==> src/rtl/utopia_rx_if.sv <==
// ---------------------------------------------------------------------------
// utopia_rx_if
// Bundles the PHY-side UTOPIA receive signals and the core-side cell output
// of the receive scheduler.
//   rx_clav    per-port cell available (PHY -> scheduler)
//   rx_soc     per-port start of cell (PHY -> scheduler)
//   rx_data    per-port byte lane, port p at [p*IfWidth +: IfWidth]
//   rx_en_n    per-port active-low read enable (scheduler -> PHY)
//   core_ready core can take a full cell (core -> scheduler)
//   out_*      forwarded byte with tag, start flag, cell end and error pulses
//   busy       grant in progress
// Modports: master = scheduler, slave = PHY/core environment.
// ---------------------------------------------------------------------------
interface utopia_rx_if #(
    parameter int NumRx   = 4,
    parameter int IfWidth = 8
);
    localparam int PortW = $clog2(NumRx);

    logic [NumRx-1:0]         rx_clav;
    logic [NumRx-1:0]         rx_soc;
    logic [NumRx*IfWidth-1:0] rx_data;
    logic [NumRx-1:0]         rx_en_n;
    logic                     core_ready;
    logic                     out_valid;
    logic                     out_soc;
    logic [IfWidth-1:0]       out_data;
    logic [PortW-1:0]         out_port;
    logic                     cell_done;
    logic                     cell_err;
    logic                     busy;

    modport master (
        input  rx_clav, rx_soc, rx_data, core_ready,
        output rx_en_n, out_valid, out_soc, out_data, out_port,
               cell_done, cell_err, busy
    );

    modport slave (
        output rx_clav, rx_soc, rx_data, core_ready,
        input  rx_en_n, out_valid, out_soc, out_data, out_port,
               cell_done, cell_err, busy
    );
endinterface

==> src/rtl/utopia_rx_scheduler.sv <==
// ---------------------------------------------------------------------------
// utopia_rx_scheduler
// Cell-level round-robin scheduler for NumRx UTOPIA receive ports. In IDLE
// it picks the first port with clav set (starting at the round-robin
// pointer) when the core is ready, then holds that port's enable low for
// exactly CellBytes cycles. Each enabled cycle carries a (port, index) tag
// one cycle forward so the PHY byte arriving a cycle later is forwarded
// with its own source port, a start flag derived from the index, and a
// framing check against the PHY start-of-cell.
// Ports:
//   clk_in   rising-edge clock
//   reset_n  asynchronous active-low reset
//   bus      utopia_rx_if master modport (PHY side, core side, status)
// ---------------------------------------------------------------------------
module utopia_rx_scheduler #(
    parameter int NumRx     = 4,
    parameter int IfWidth   = 8,
    parameter int CellBytes = 53
) (
    input  logic        clk_in,
    input  logic        reset_n,
    utopia_rx_if.master bus
);
    localparam int PortW  = $clog2(NumRx);
    localparam int PortW1 = PortW + 1;
    localparam int CntW   = $clog2(CellBytes);
    localparam logic [CntW-1:0] LastIdx = CntW'(CellBytes - 1);

    typedef enum logic [0:0] {
        IDLE = 1'b0,
        XFER = 1'b1
    } state_t;

    state_t               state_r;
    state_t               state_nxt_s;
    logic [PortW-1:0]     ptr_r;
    logic [PortW-1:0]     sel_r;
    logic [PortW-1:0]     pick_s;
    logic [PortW-1:0]     sel_nxt_s;
    logic [PortW1-1:0]    cand_s;
    logic                 pick_valid_s;
    logic                 grant_s;
    logic [CntW-1:0]      cnt_r;
    logic [NumRx-1:0]     en_n_nxt_s;
    logic [NumRx-1:0]     rx_en_n_r;
    logic                 busy_nxt_s;
    logic                 busy_r;

    logic                 tag_valid_r;
    logic [PortW-1:0]     tag_port_r;
    logic [CntW-1:0]      tag_idx_r;
    logic [IfWidth-1:0]   cap_data_s;
    logic                 cap_soc_s;
    logic                 err_now_s;
    logic                 err_acc_s;
    logic                 err_r;

    logic                 out_valid_r;
    logic                 out_soc_r;
    logic [IfWidth-1:0]   out_data_r;
    logic [PortW-1:0]     out_port_r;
    logic                 cell_done_r;
    logic                 cell_err_r;

    // Next round-robin position, wrapping NumRx-1 back to port 0.
    function automatic logic [PortW-1:0] wrap_inc(input logic [PortW-1:0] p);
        return (p == PortW'(NumRx - 1)) ? {PortW{1'b0}} : p + PortW'(1'b1);
    endfunction

    // Round-robin search: walk from ptr upward (mod NumRx); iterating from the
    // far end down lets the closest requester overwrite earlier hits.
    always_comb begin
        pick_s       = ptr_r;
        pick_valid_s = 1'b0;
        cand_s       = {PortW1{1'b0}};
        for (int i = NumRx - 1; i >= 0; i--) begin
            cand_s       = {1'b0, ptr_r} + PortW1'(i);
            cand_s       = (cand_s >= PortW1'(NumRx)) ? cand_s - PortW1'(NumRx) : cand_s;
            pick_s       = bus.rx_clav[cand_s[PortW-1:0]] ? cand_s[PortW-1:0] : pick_s;
            pick_valid_s = pick_valid_s | bus.rx_clav[cand_s[PortW-1:0]];
        end
    end

    // Next-state logic; clav and core_ready are only looked at in IDLE.
    always_comb begin
        state_nxt_s = state_r;
        case (state_r)
            IDLE: begin
                if (bus.core_ready && pick_valid_s) begin
                    state_nxt_s = XFER;
                end else begin
                    state_nxt_s = IDLE;
                end
            end
            XFER: begin
                if (cnt_r == LastIdx) begin
                    state_nxt_s = IDLE;
                end else begin
                    state_nxt_s = XFER;
                end
            end
            default: state_nxt_s = IDLE;
        endcase
    end

    // Output decode from the next state so enables and busy can be registered.
    always_comb begin
        grant_s    = (state_r == IDLE) && (state_nxt_s == XFER);
        sel_nxt_s  = grant_s ? pick_s : sel_r;
        en_n_nxt_s = (state_nxt_s == XFER) ? ~(NumRx'(1'b1) << sel_nxt_s) : {NumRx{1'b1}};
        busy_nxt_s = (state_nxt_s == XFER);
    end

    // State register, grant bookkeeping, byte counter and registered enables.
    always_ff @(posedge clk_in or negedge reset_n) begin
        if (!reset_n) begin
            state_r   <= IDLE;
            ptr_r     <= {PortW{1'b0}};
            sel_r     <= {PortW{1'b0}};
            cnt_r     <= {CntW{1'b0}};
            rx_en_n_r <= {NumRx{1'b1}};
            busy_r    <= 1'b0;
        end else begin
            state_r   <= state_nxt_s;
            sel_r     <= sel_nxt_s;
            rx_en_n_r <= en_n_nxt_s;
            busy_r    <= busy_nxt_s;
            if (grant_s) begin
                ptr_r <= wrap_inc(pick_s);
                cnt_r <= {CntW{1'b0}};
            end else if (state_r == XFER && state_nxt_s == XFER) begin
                cnt_r <= cnt_r + CntW'(1'b1);
            end else begin
                cnt_r <= {CntW{1'b0}};
            end
        end
    end

    // Tag stage: remembers which port/index the PHY answers in the next cycle.
    always_ff @(posedge clk_in or negedge reset_n) begin
        if (!reset_n) begin
            tag_valid_r <= 1'b0;
            tag_port_r  <= {PortW{1'b0}};
            tag_idx_r   <= {CntW{1'b0}};
        end else begin
            tag_valid_r <= (state_r == XFER);
            tag_port_r  <= sel_r;
            tag_idx_r   <= cnt_r;
        end
    end

    // Capture mux and SOC framing check; the error restarts at index 0.
    always_comb begin
        cap_data_s = bus.rx_data[int'(tag_port_r) * IfWidth +: IfWidth];
        cap_soc_s  = bus.rx_soc[tag_port_r];
        err_now_s  = (tag_idx_r == {CntW{1'b0}}) ? ~cap_soc_s : cap_soc_s;
        err_acc_s  = (tag_idx_r == {CntW{1'b0}}) ? err_now_s : (err_r | err_now_s);
    end

    // Output register stage; out_soc follows the index, not the PHY SOC.
    always_ff @(posedge clk_in or negedge reset_n) begin
        if (!reset_n) begin
            out_valid_r <= 1'b0;
            out_soc_r   <= 1'b0;
            out_data_r  <= {IfWidth{1'b0}};
            out_port_r  <= {PortW{1'b0}};
            cell_done_r <= 1'b0;
            cell_err_r  <= 1'b0;
            err_r       <= 1'b0;
        end else if (tag_valid_r) begin
            out_valid_r <= 1'b1;
            out_soc_r   <= (tag_idx_r == {CntW{1'b0}});
            out_data_r  <= cap_data_s;
            out_port_r  <= tag_port_r;
            cell_done_r <= (tag_idx_r == LastIdx);
            cell_err_r  <= (tag_idx_r == LastIdx) & err_acc_s;
            err_r       <= err_acc_s;
        end else begin
            out_valid_r <= 1'b0;
            out_soc_r   <= 1'b0;
            cell_done_r <= 1'b0;
            cell_err_r  <= 1'b0;
        end
    end

    assign bus.rx_en_n   = rx_en_n_r;
    assign bus.busy      = busy_r;
    assign bus.out_valid = out_valid_r;
    assign bus.out_soc   = out_soc_r;
    assign bus.out_data  = out_data_r;
    assign bus.out_port  = out_port_r;
    assign bus.cell_done = cell_done_r;
    assign bus.cell_err  = cell_err_r;

endmodule

==> src/flat_wrapper.sv <==
// flat-port wrapper written by rule: the top's interface ports become plain ports
module utopia_rx_scheduler_flat 
#(
    parameter int NumRx     = 4,
    parameter int IfWidth   = 8,
    parameter int CellBytes = 53
)
  (clk_in, reset_n, bus_rx_clav, bus_rx_soc, bus_rx_data, bus_core_ready, bus_rx_en_n, bus_out_valid, bus_out_soc, bus_out_data, bus_out_port, bus_cell_done, bus_cell_err, bus_busy);
  utopia_rx_if #(.NumRx(NumRx), .IfWidth(IfWidth)) bus_i ();
  input  logic clk_in;
  input  logic reset_n;
  input wire logic [$bits(bus_i.rx_clav)-1:0] bus_rx_clav;
  input wire logic [$bits(bus_i.rx_soc)-1:0] bus_rx_soc;
  input wire logic [$bits(bus_i.rx_data)-1:0] bus_rx_data;
  input wire logic [$bits(bus_i.core_ready)-1:0] bus_core_ready;
  output wire logic [$bits(bus_i.rx_en_n)-1:0] bus_rx_en_n;
  output wire logic [$bits(bus_i.out_valid)-1:0] bus_out_valid;
  output wire logic [$bits(bus_i.out_soc)-1:0] bus_out_soc;
  output wire logic [$bits(bus_i.out_data)-1:0] bus_out_data;
  output wire logic [$bits(bus_i.out_port)-1:0] bus_out_port;
  output wire logic [$bits(bus_i.cell_done)-1:0] bus_cell_done;
  output wire logic [$bits(bus_i.cell_err)-1:0] bus_cell_err;
  output wire logic [$bits(bus_i.busy)-1:0] bus_busy;
  assign bus_i.rx_clav = bus_rx_clav;
  assign bus_i.rx_soc = bus_rx_soc;
  assign bus_i.rx_data = bus_rx_data;
  assign bus_i.core_ready = bus_core_ready;
  assign bus_rx_en_n = bus_i.rx_en_n;
  assign bus_out_valid = bus_i.out_valid;
  assign bus_out_soc = bus_i.out_soc;
  assign bus_out_data = bus_i.out_data;
  assign bus_out_port = bus_i.out_port;
  assign bus_cell_done = bus_i.cell_done;
  assign bus_cell_err = bus_i.cell_err;
  assign bus_busy = bus_i.busy;
  utopia_rx_scheduler #(.NumRx(NumRx), .IfWidth(IfWidth), .CellBytes(CellBytes)) u_core (.clk_in(clk_in), .reset_n(reset_n), .bus(bus_i));
endmodule
==> config.mk <==
export PLATFORM = sky130hd
export DESIGN_NAME = utopia_rx_scheduler_flat
export DESIGN_NICKNAME = d
export VERILOG_FILES = /design/src/rtl/utopia_rx_if.sv /design/src/rtl/utopia_rx_scheduler.sv /design/src/flat_wrapper.sv
export SDC_FILE = /design/constraint.sdc
export NUM_CORES = 1
export LEC_CHECK = 0
export BUFFER_PORTS_ARGS = -buffer_cell sky130_fd_sc_hd__clkbuf_2
export CORE_ASPECT_RATIO = 0.8
export CORE_MARGIN = 2
export CORE_UTILIZATION = 50
export CTS_CLUSTER_DIAMETER = 60
export DETAILED_ROUTE_END_ITERATION = 10
export PLACE_DENSITY = 0.8
export SLEW_MARGIN = 20
export SYNTH_ARGS = -nofsm -noshare
export SYNTH_HDL_FRONTEND = slang
export SYNTH_SLANG_ARGS = --single-unit
==> constraint.sdc <==
create_clock -name clk_in -period 2.5 [get_ports clk_in]
set_clock_uncertainty 0.1 [all_clocks]
set_input_delay 0.125 -clock clk_in [delete_from_list [all_inputs] [get_ports clk_in]]
set_output_delay 0.125 -clock clk_in [all_outputs]
set_load 0.1 [all_outputs]
==> impl_results.md <==
* Status: finished clean
* First-pass GRT wire length at 6.18 mm
* Setup violators final at 0
* Die span in x at 71.3 um
* RSZ-0062 raised after global routing: false
* Avg Cell Area, Syn at 12.7 sq um
* Max_slew headroom at 38.6%
* Slew @ Worst Pin at 0.921 ns
* Vias in the first global route at 1,317
* Critical Path End Type: flip-flop
* Slew Viols, Final at 0
* Async S/R FF share, synth at 100%
* Worst hold path class: input port to flip-flop
* CP required at 2.57 ns
* Number of synthesized flops with an enable pin at 0
* Top_reg_cell synth: dfrtp_1
* Fin util at 65.4%
* CTS tree: done
* Post-Syn Instances at 143
* Total CTS buffers at 5
* CTS max path bufs at 2
* Pwr Density at 650 nW/um^2
* Syn_nets at 188
* Critical path cell sequence: mux4_2 -> or2_1 -> a21oi_1 -> a21oi_1
* CTS resizes at 0
* Die area at 4120 sq um
* HP Start: bus_rx_soc[2]
* Largest net degree at the start of global routing at 40
* GRT Util Overall at 19.9%
* Worst ir drop on vdd at 0.235 mV
* Final Cycle Share at 77.0%
* Crit path top cell by count: a21oi_1
* Leak pwr at 1.07 nW
* Drt first pass iters at 4
* Critical Path Fanout Max at 10
* H-tree Lvls at 2
* Critical path type: flip-flop to flip-flop
* CP startpoint kind: flip-flop
* FMAX at 0.520 GHz
* Largest stage delay on the critical path at 0.67 ns
* Placed wire-length estimate at 2.96 mm
* Post-DR wirelength/cell at 15.6 um
* CP max-delay cell: dfrtp_1
* Vias per cell at 5.56
* Layout cell share with drive strength beyond 1 at 40.9%
* Commonest non-fill, non-tap cells in the layout: 61 x clkbuf_2, 35 x dfrtp_1, 15 x nor2_1
* Mapped Area at 1810 sq um
* DRC viols at 0
* Core box area at 3450 sq um
* Sequential share of the synthesized area at 54.2%
* Routability cong. at 0.942
* Total grt overflow at 0
* Data arrival, critical path at 2.00 ns
* NumNets Final at 252
* Max Cap Viol at 0
* Crit. Startpoint: u_core.tag_port_r[0]
* Commonest non-fill, non-tap cell in the layout: clkbuf_2
* Area Overhead vs Synth at 24.5%
* TNS Setup at 0 ns
* Initial antenna violation count at 0
* Clk root buf: clkbuf_8
* Synth warnings at 0
* Reg-to-reg startpoint: u_core.tag_port_r[0]
* I/O pin count at 62
* DR iter-0 viols at 103
* Seq cells post-synth at 39
* Final Hold Vio Count at 0
* Filler Cell Count at 266
* Post-Route WL at 3.89 mm
* Antenna Nets Post-Route at 0
* Starting Density at 52.5%
* Clock latency on the worst-skew pair at 0.28 ns
* Clk sink count at 39
* CTS clk-pin slew, worst paths at 0.07 ns
* Number of diodes at 0
* DIE HEIGHT at 57.8 um
* Post-layout min period at 1.92 ns
* Row cnt at 19
* Port Buffers at 61
* Post-synthesis cell type count at 35
* Via Count at 1,391
## metal layers
layer  wire (um)  global-route usage (%)  share of wire [%]  up-vias
met3         317                    6.43                8.2        6
li1            -                       -                  -      644
met4          33                    7.55               0.85        0
met5           0                       0                  0        -
met2        1930                    34.5                 50       55
met1        1610                    23.4                 41      686
## cell usage after synthesis, types with 2 or more instances
master | number | area, sq um
dfrtp_1 | 35 | 876
nor2_1 | 15 | 56.3
mux2_2 | 10 | 113
nand2_1 | 9 | 33.8
mux4_1 | 8 | 210
o21ai_0 | 7 | 35.0
nor2b_1 | 6 | 37.5
a21oi_1 | 5 | 25.0
inv_1 | 5 | 18.8
dfstp_2 | 4 | 105
clkbuf_1 | 3 | 11.3
nand3_1 | 3 | 15.0
nand4_1 | 3 | 18.8
a31oi_1 | 2 | 12.5
ha_1 | 2 | 25.0
nor3_1 | 2 | 10.0
o21a_1 | 2 | 15.0
or2_1 | 2 | 12.5
or3_1 | 2 | 12.5
xnor2_1 | 2 | 17.5
xor2_1 | 2 | 17.5
## registers in the layout, indices dropped and copies added (netlist names)
| signal | cells |
|---|---|
| u_core.tag_valid_r | 1 |
| u_core.cnt_r | 6 |
| u_core.bus.out_data | 8 |
| u_core.bus.out_port | 2 |
| u_core.ptr_r | 2 |
| u_core.state_r | 1 |
| u_core.sel_r | 2 |
| u_core.bus.cell_done | 1 |
| u_core.bus.rx_en_n | 4 |
| u_core.tag_port_r | 2 |
| u_core.bus.out_soc | 1 |
| u_core.err_r | 1 |
| u_core.bus.cell_err | 1 |
| u_core.tag_idx_r | 6 |
| u_core.bus.out_valid | 1 |
## stage by stage
stage | std cells | cell area, sq um | total power (W) | setup WS (ns) | hold slack [ns]
final | 250 | 2250 | 0.00147 | 0.575 | 0.139
after detailed placement | 241 | 2140 | 0.00102 | 0.580 | 0.200
after global placement | 241 | 2140 | 0.00101 | 0.667 | 0.186
after CTS | 250 | 2250 | 0.00148 | 0.567 | 0.123
after global routing | 250 | 2250 | 0.00153 | 0.488 | 0.127
after floorplan | 143 | 1810 | 0.000937 | 0.665 | -0.271
## logic make-up (layout without fill, tap and decap cells)
family          after synthesis  count (layout)  synth area share, %
simple gates                 44              44                 11.5
flops                        39              39                 54.2
compound gates               24              24                 9.12
mux                          19              19                 19.1
buf+inv                      11              76                 2.76
xor+xnor                      4               4                 1.94
fa+ha+maj                     2               2                 1.38
## power breakdown
group	total [W]	switching, W	internal (W)
clock network	0.000456	0.000204	0.000252
registers	0.000689	0.0000267	0.000663
logic	0.000320	0.000231	0.0000889
## area by class of cell
class,count,area (sq um),area share (%)
Inverter,5,18.8,0.832
Multi-Input combinational cell,93,779,34.6
Sequential cell,39,981,43.5
Timing Repair Buffer,63,323,14.3
Clock buffer,8,100,4.44
Tap cell,42,52.6,2.33
## critical path, delay by kind of cell (launching register included)
kind	cells	cell delay, ns
muxes	1	0.58
DFF	1	0.67
and+or+nand+nor	1	0.26
AOI/OAI and AO/OA	2	0.21
## final timing paths
path	end	slack [ns]	cells after the start
setup / recovery	u_core.err_r	0.58	4
hold / removal	u_core.err_r	0.14	3
setup reg to reg	u_core.err_r	0.58	4
hold reg to reg	u_core.tag_idx_r[1]	0.34	0
max in group asynchronous	u_core.tag_idx_r[0]	1.32	2
min in group asynchronous	u_core.bus.out_data[5]	0.40	2
## repair_timing
action	4_1_cts	5_1_grt
setup buffers	0	0
hold endpoints to repair	35	0
hold buffers	1	0
No activity file was read; power rests on OpenSTA's default activity.
